<file path="src/rtl/bus_port_fifo_bank.sv">
// bus_port_fifo_bank: per-channel TX/RX first-word-fall-through FIFOs between agent side and bus port.
// Define FIFO_STATS_EN to add tx_occ/rx_occ occupancy and saturating drop_cnt outputs.

module bus_port_fifo_chan #(
  parameter int W        = 16,
  parameter int DEPTH    = 8,
  parameter bit DROP_OLD = 1'b0
) (
  input  logic                           clk,
  input  logic                           reset,
  input  logic                           wr_i,
  input  logic [W-1:0]                   din_i,
  input  logic                           rd_i,
  output logic [W-1:0]                   head_o,
  output logic [$clog2(DEPTH+1)-1:0]     count_o,
  output logic                           ovf_o,
  output logic                           udf_o
);
  localparam int PW = $clog2(DEPTH);
  localparam int CW = $clog2(DEPTH + 1);

  logic [W-1:0]  mem_q [DEPTH];
  logic [PW-1:0] wptr_q, wptr_d, rptr_q, rptr_d;
  logic [CW-1:0] count_q, count_d;
  logic [W-1:0]  head_q, head_d;
  logic          full, empty, wr_acc, rd_acc, ovwr, do_wr;

  function automatic logic [PW-1:0] ptr_inc(input logic [PW-1:0] p);
    return (p == PW'(DEPTH - 1)) ? '0 : p + PW'(1);
  endfunction

  always_comb begin
    full    = (count_q == CW'(DEPTH));
    empty   = (count_q == '0);
    rd_acc  = rd_i && !empty;
    wr_acc  = wr_i && (!full || rd_i);
    ovwr    = DROP_OLD && wr_i && full && !rd_i;
    do_wr   = wr_acc || ovwr;
    wptr_d  = do_wr ? ptr_inc(wptr_q) : wptr_q;
    rptr_d  = (rd_acc || ovwr) ? ptr_inc(rptr_q) : rptr_q;
    count_d = count_q + CW'(wr_acc) - CW'(rd_acc);
    // Head register tracks the post-edge head; the incoming word bypasses memory when it becomes the head.
    head_d  = head_q;
    if (count_d != '0)
      head_d = (do_wr && (wptr_q == rptr_d)) ? din_i : mem_q[rptr_d];
    ovf_o   = wr_i && full && !rd_i;
    udf_o   = rd_i && empty;
  end

  always_ff @(posedge clk) begin
    if (!reset) begin
      wptr_q  <= '0;
      rptr_q  <= '0;
      count_q <= '0;
      head_q  <= '0;
    end else begin
      wptr_q  <= wptr_d;
      rptr_q  <= rptr_d;
      count_q <= count_d;
      head_q  <= head_d;
    end
  end

  always_ff @(posedge clk) begin
    if (do_wr)
      mem_q[wptr_q] <= din_i;
  end

  assign head_o  = head_q;
  assign count_o = count_q;
endmodule

module bus_port_fifo_bank #(
  parameter int pckg_sz     = 16,
  parameter int drvrs       = 4,
  parameter int deep_fifo   = 8,
  parameter int af_lvl      = 6,
  parameter int rx_drop_old = 0
) (
  input  logic                       clk,
  input  logic                       reset,
  input  logic                       clr_err,
  input  logic [drvrs-1:0]           wr_en,
  input  logic [drvrs*pckg_sz-1:0]   wr_data,
  output logic [drvrs-1:0]           tx_full,
  output logic [drvrs-1:0]           tx_afull,
  output logic [drvrs-1:0]           pndng,
  input  logic [drvrs-1:0]           pop,
  output logic [drvrs*pckg_sz-1:0]   D_pop,
  input  logic [drvrs-1:0]           push,
  input  logic [drvrs*pckg_sz-1:0]   D_push,
  input  logic [drvrs-1:0]           rd_en,
  output logic [drvrs-1:0]           rx_valid,
  output logic [drvrs*pckg_sz-1:0]   rd_data,
  output logic [drvrs-1:0]           tx_ovf,
  output logic [drvrs-1:0]           rx_ovf,
  output logic [drvrs-1:0]           udf
`ifdef FIFO_STATS_EN
  ,
  output logic [drvrs*$clog2(deep_fifo+1)-1:0] tx_occ,
  output logic [drvrs*$clog2(deep_fifo+1)-1:0] rx_occ,
  output logic [drvrs*8-1:0]                   drop_cnt
`endif
);
  localparam int CW = $clog2(deep_fifo + 1);

  logic [drvrs-1:0] tx_ovf_evt, rx_ovf_evt, tx_udf_evt, rx_udf_evt;
  logic [drvrs-1:0] tx_ovf_q, rx_ovf_q, udf_q;

  for (genvar g = 0; g < drvrs; g++) begin : g_ch
    logic [CW-1:0] tx_cnt, rx_cnt;

    bus_port_fifo_chan #(.W(pckg_sz), .DEPTH(deep_fifo), .DROP_OLD(1'b0)) u_tx (
      .clk(clk), .reset(reset),
      .wr_i(wr_en[g]), .din_i(wr_data[g*pckg_sz +: pckg_sz]), .rd_i(pop[g]),
      .head_o(D_pop[g*pckg_sz +: pckg_sz]), .count_o(tx_cnt),
      .ovf_o(tx_ovf_evt[g]), .udf_o(tx_udf_evt[g])
    );

    bus_port_fifo_chan #(.W(pckg_sz), .DEPTH(deep_fifo), .DROP_OLD(rx_drop_old != 0)) u_rx (
      .clk(clk), .reset(reset),
      .wr_i(push[g]), .din_i(D_push[g*pckg_sz +: pckg_sz]), .rd_i(rd_en[g]),
      .head_o(rd_data[g*pckg_sz +: pckg_sz]), .count_o(rx_cnt),
      .ovf_o(rx_ovf_evt[g]), .udf_o(rx_udf_evt[g])
    );

    assign pndng[g]    = (tx_cnt != '0);
    assign tx_full[g]  = (tx_cnt == CW'(deep_fifo));
    assign tx_afull[g] = (tx_cnt >= CW'(af_lvl));
    assign rx_valid[g] = (rx_cnt != '0);
`ifdef FIFO_STATS_EN
    assign tx_occ[g*CW +: CW] = tx_cnt;
    assign rx_occ[g*CW +: CW] = rx_cnt;
`endif
  end

  // Set wins over a coincident clr_err.
  always_ff @(posedge clk) begin
    if (!reset) begin
      tx_ovf_q <= '0;
      rx_ovf_q <= '0;
      udf_q    <= '0;
    end else begin
      tx_ovf_q <= tx_ovf_evt | (tx_ovf_q & ~{drvrs{clr_err}});
      rx_ovf_q <= rx_ovf_evt | (rx_ovf_q & ~{drvrs{clr_err}});
      udf_q    <= tx_udf_evt | rx_udf_evt | (udf_q & ~{drvrs{clr_err}});
    end
  end

  assign tx_ovf = tx_ovf_q;
  assign rx_ovf = rx_ovf_q;
  assign udf    = udf_q;

`ifdef FIFO_STATS_EN
  logic [drvrs-1:0][7:0] drop_q, drop_d;

  always_comb begin
    logic [8:0] sum;
    sum    = '0;
    drop_d = drop_q;
    for (int unsigned i = 0; i < drvrs; i++) begin
      sum       = {1'b0, drop_q[i]} + {8'd0, tx_ovf_evt[i]} + {8'd0, rx_ovf_evt[i]};
      drop_d[i] = sum[8] ? 8'hFF : sum[7:0];
    end
  end

  always_ff @(posedge clk) begin
    if (!reset) drop_q <= '0;
    else        drop_q <= drop_d;
  end

  assign drop_cnt = drop_q;
`endif
endmodule

</file>
<file path="config.mk">
export PLATFORM = sky130hd
export DESIGN_NAME = bus_port_fifo_bank
export DESIGN_NICKNAME = d
export VERILOG_FILES = /design/src/rtl/bus_port_fifo_bank.sv
export SDC_FILE = /design/constraint.sdc
export NUM_CORES = 2
export LEC_CHECK = 0
export CAP_MARGIN = 20
export CORE_ASPECT_RATIO = 0.7
export CORE_MARGIN = 10
export CORE_UTILIZATION = 47
export DETAILED_ROUTE_END_ITERATION = 8
export PLACE_DENSITY = 0.68
export SYNTH_ARGS = -nofsm -noshare
export SYNTH_HDL_FRONTEND = slang
export SYNTH_SLANG_ARGS = --single-unit
</file>
<file path="constraint.sdc">
create_clock -name clk -period 3.9 [get_ports clk]
set_clock_uncertainty 0.05 [all_clocks]
set_input_delay 0.39 -clock clk [delete_from_list [all_inputs] [get_ports clk]]
set_output_delay 0.39 -clock clk [all_outputs]
set_load 0.1 [all_outputs]
</file>
==> results.py <==
metrics = {
    "place": {
        "gp_congestion": 0.7965,
        "dp_cells": 5469,
        "place_hpwl_mm": 78.87,
        "port_buffers": 302,
    },
    "floorplan": {
        "initial_core_util_pct": 47.46,
        "fp.coreArea_mm2": 0.1087,
        "design.die.area_mm2": 0.1236,
        "die_x_um": 416.0,
        "die_h_um": 297.2,
        "ioPinCount": 303,
        "rows": 101,
    },
    "yosys": {
        "ys_ff_latch": 1244,
        "synth_area_mm2": 0.05158,
        "ys_seq_area_share_pct": 68.15,
        "synth_fp_nets": 4119,
        "synth_edf_count": 1024,
        "synth_cell_types": 74,
        "synth-async-reset-ratio_pct": 0,
        "synthFlopType": "edfxtp_1",
        "avgSynthCellArea_um2": 13.29,
        "yosys_warnings": 0,
        "synth_cells": 3880,
    },
    "timing": {
        "finalMaxSlewViolations": 0,
        "fmax_mhz": 272.1,
        "rsz0062_at_grt": "false",
        "period_share_pct": 94.22,
        "hold_viol": 0,
        "setup_violations": 0,
        "min_period_ns": 3.675,
        "holdWs_ns": 0.1380,
        "tightest_slew_ns": 1.148,
        "slew_headroom_pct": 23.25,
    },
    "global_route": {
        "grt_pass1_vias": 33890,
        "antenna_found_initial": 10,
        "grt_start_max_net_pins": 67,
        "grt_overflow": 0,
        "grt_pass1_wl_mm": 206.3,
        "grt_usage_pct": 20.84,
    },
    "setup_path": {
        "critPathMaxStageDelay_ns": 0.52,
        "cpMaxStageDelayCell": "fa_1",
        "r2r_end": "g_ch[2].u_tx.head_o[11]",
        "cp.arrival_ns": 4.20,
        "path_class": "reg2reg",
        "crit_path_start": "g_ch[2].u_tx.count_o[2]",
        "r2r_slack_ns": 0.23,
        "worstPathRequired_ns": 4.42,
        "crit_path_frequent_cell": "inv_1",
        "worstPathMaxFanout": 16,
        "crit_chain": "inv_2 -> ha_1 -> nor3b_4 -> clkinvlp_4 -> nand2_1 -> inv_1 -> ha_1 -> inv_1 -> ha_2 -> inv_1 -> fa_1 -> or3b_4 -> a211o_1 -> nand3_1 -> a31o_2 -> o31ai_1",
        "r2r_cells": 16,
        "cp-endpoint": "g_ch[2].u_tx.head_o[11]",
        "startpoint_type": "flip-flop",
        "critical_path.endpoint_type": "flip-flop",
        "r2r-start": "g_ch[2].u_tx.count_o[2]",
    },
    "power": {
        "p_switching_mw": 17.65,
        "p_leak_nw": 19.93,
        "p_clk_share_pct": 26.0,
        "power_density_mw_per_mm2": 738.6,
        "seq_power_share_pct": 36.4,
        "p_sw_share_pct": 39.24,
        "peakVddDrop_mv": 0.5361,
        "pwr-share-comb_pct": 37.6,
        "internal-power_mw": 27.33,
    },
    "route": {
        "viasPerCell": 6.148,
        "ant_nets": 0,
        "met1_length_mm": 59.82,
        "routed_wirelength_mm": 134.1,
        "first_pass_iters": 5,
        "vias": 35000,
        "drc": 0,
        "wl_per_cell_um": 23.56,
        "routed-wl-met2_mm": 62.19,
        "dr.max_layer_used": "met5",
        "drt_iter0_markers": 3283,
        "met3_length_mm": 8.987,
    },
    "clocking": {
        "clk_latency_ns": 0.71,
        "cts_root_buffer": "clkbuf_16",
        "h-tree-depth": 3,
        "hold_buffers": 0,
        "numCtsBuffers": 116,
        "cts_tree": "yes",
        "cts_max_path_buffers": 3,
        "clock-sinks": 1244,
        "clkTransAtPathRegs_ns": 0.06,
    },
    "layout": {
        "fin_nets": 4384,
        "n_fill_cell": 8730,
        "finalNonFillerCells": 5692,
        "syn_to_final_growth_pct": 18.07,
        "drive_gt1_share_pct": 11.96,
    },
    "run": {
        "maxCapViolCount": 0,
    },
    "hold_path": {
        "min_path_type": "in2reg",
    },
    "run_status": {
        "status": "finished, final reports clean",
    },
}
[final cells by class]
| class | count | area, um2 | area share, % |
|---|---|---|---|
| sequential | 1244 | 35150 | 57.72 |
| multi-input combinational | 2191 | 15140 | 24.86 |
| timing repair buffer | 476 | 4409 | 7.240 |
| clock buffer | 146 | 3095 | 5.082 |
| tap | 1442 | 1804 | 2.962 |
| clock inverter | 73 | 848.3 | 1.393 |
| inverter | 116 | 441.7 | 0.7252 |
| antenna | 4 | 10.01 | 0.01643 |
[cells by family (layout without fill, tap and decap cells)]
kind of cell	after synthesis	in the layout	share of synthesized area (%)
buffers and inverters	445	811	3.401
XOR/XNOR	30	30	0.5094
AND/OR/NAND/NOR	620	620	6.178
multiplexers	63	63	1.237
AO/OA/AOI/OAI	1386	1386	18.18
flip-flops	1244	1244	68.15
other	0	4	0
adder cells (fa/ha/maj)	92	92	2.348
[routing by layer]
layer,track usage (%),vias to the layer above
met5,0,-
met4,6.112,4
met3,3.418,221
met2,32.45,1404
met1,29.96,17440
li1,-,15930
[power by group through the flow]
stage | Clock [mW] | Sequential, mW | Combinational (mW)
5_1_grt | 12.5 | 16.5 | 18.1
2_1_floorplan | 0 | 20.2 | 8.32
4_1_cts | 11.9 | 16.4 | 16.9
6_report | 11.7 | 16.4 | 16.9
3_3_place_gp | 0 | 16.6 | 16.6
3_5_place_dp | 0 | 16.6 | 16.8
[sequential cells by signal, summed over array words and instances, names as in the netlist, 12 cells and up]
| name | count |
|---|---|
| g_ch.u_tx.count_o | 16 |
| g_ch.u_tx.head_o | 64 |
| g_ch.u_rx.count_o | 16 |
| g_ch.u_rx.wptr_q | 12 |
| g_ch.u_rx.rptr_q | 12 |
| g_ch.u_tx.wptr_q | 12 |
| g_ch.u_rx.head_o | 64 |
| g_ch.u_rx.mem_q | 512 |
| g_ch.u_tx.rptr_q | 12 |
| g_ch.u_tx.mem_q | 512 |
[cell usage after synthesis, drive strengths merged (4+ instances only)]
library cell,number,area [um2]
fa,8,160.2
nor2b,9,56.30
o31ai,30,225.2
ha,84,1051
o211a,7,70.07
buf,50,270.3
a211oi,4,80.08
nand3,109,545.5
edfxtp,1024,30750
a21boi,10,75.07
a22oi,8,60.06
nor2,99,371.6
nand4bb,4,45.04
a21oi,141,705.7
nor3b,16,191.4
a32oi,197,1725
a2111oi,4,110.1
nor4bb,4,40.04
or3b,5,43.80
and2,29,181.4
inv,116,435.4
xor2,9,78.83
a222oi,4,40.04
and3,13,91.34
a21o,7,52.55
nand2,209,784.5
mux2i,63,638.1
o221ai,32,280.3
nor4,12,90.09
o211ai,7,52.55
a221oi,97,849.6
dfxtp,220,4404
xnor2,21,183.9
o21ai,474,2485
nor3,44,220.2
a31oi,294,1839
or4bb,4,45.04
a32o,60,600.6
nor4b,7,76.32
nand2b,33,206.5
or2b,4,40.04
or3,6,52.55
clkbuf,279,1049
[layout by cell type (no fill, tap or decap), types with 33 or more instances in the layout]
master	instances
clkbuf_16	116
nand2b_1	33
nor2_1	97
nor3_2	35
a221oi_1	97
buf_4	176
a31oi_1	294
dfxtp_1	220
edfxtp_1	1024
o21ai_0	425
clkdlybuf4s50_1	290
mux2i_1	61
nand2_1	205
a32oi_1	197
a21oi_1	139
ha_1	83
nand3_1	105
a32o_1	60
inv_1	106
[worst min path at each step]
stage	from	endpoint	slack, ns	cells past startpoint
2_1_floorplan	D_push[0]	g_ch[0].u_rx.mem_q[0][0]	0.44	0
3_3_place_gp	g_ch[3].u_tx.head_o[13]	g_ch[3].u_tx.head_o[13]	0.40	2
3_5_place_dp	g_ch[2].u_rx.head_o[12]	g_ch[2].u_rx.head_o[12]	0.40	2
4_1_cts	reset	g_ch[0].u_rx.count_o[3]	0.11	2
5_1_grt	reset	g_ch[0].u_rx.count_o[2]	0.12	2
6_report	reset	g_ch[0].u_rx.count_o[3]	0.14	2
[per-stage QoR]
stage / instance area, um2 / TNS, ns / total power, mW / util (%) / setup slack (ns)
after CTS: 60890 / 0 / 45.17 / 56.02 / 0.1442
after detailed placement: 56940 / 0 / 33.44 / 52.39 / 0.01550
after global routing: 60900 / 0 / 47.02 / 56.04 / 0.02713
final: 60900 / 0 / 44.98 / 56.04 / 0.2253
after floorplan: 51620 / -0.3425 / 28.49 / - / -0.03425
after global placement: 56940 / 0 / 33.19 / 52.39 / 0.1353
[what timing repair did]
item                       CTS  global route
setup endpoints to repair    0            32
resized for setup            0             2
buffers inserted             0             0
[critical path: cells and delay by family, from the launching register on]
kind	cells	cell delay [ns]
adder cells (fa/ha/maj)	4	1.09
AO/OA/AOI/OAI	3	0.85
flip-flops	1	0.33
AND/OR/NAND/NOR	4	0.80
buffers and inverters	5	0.42
No activity file was read; power rests on OpenSTA's default activity.
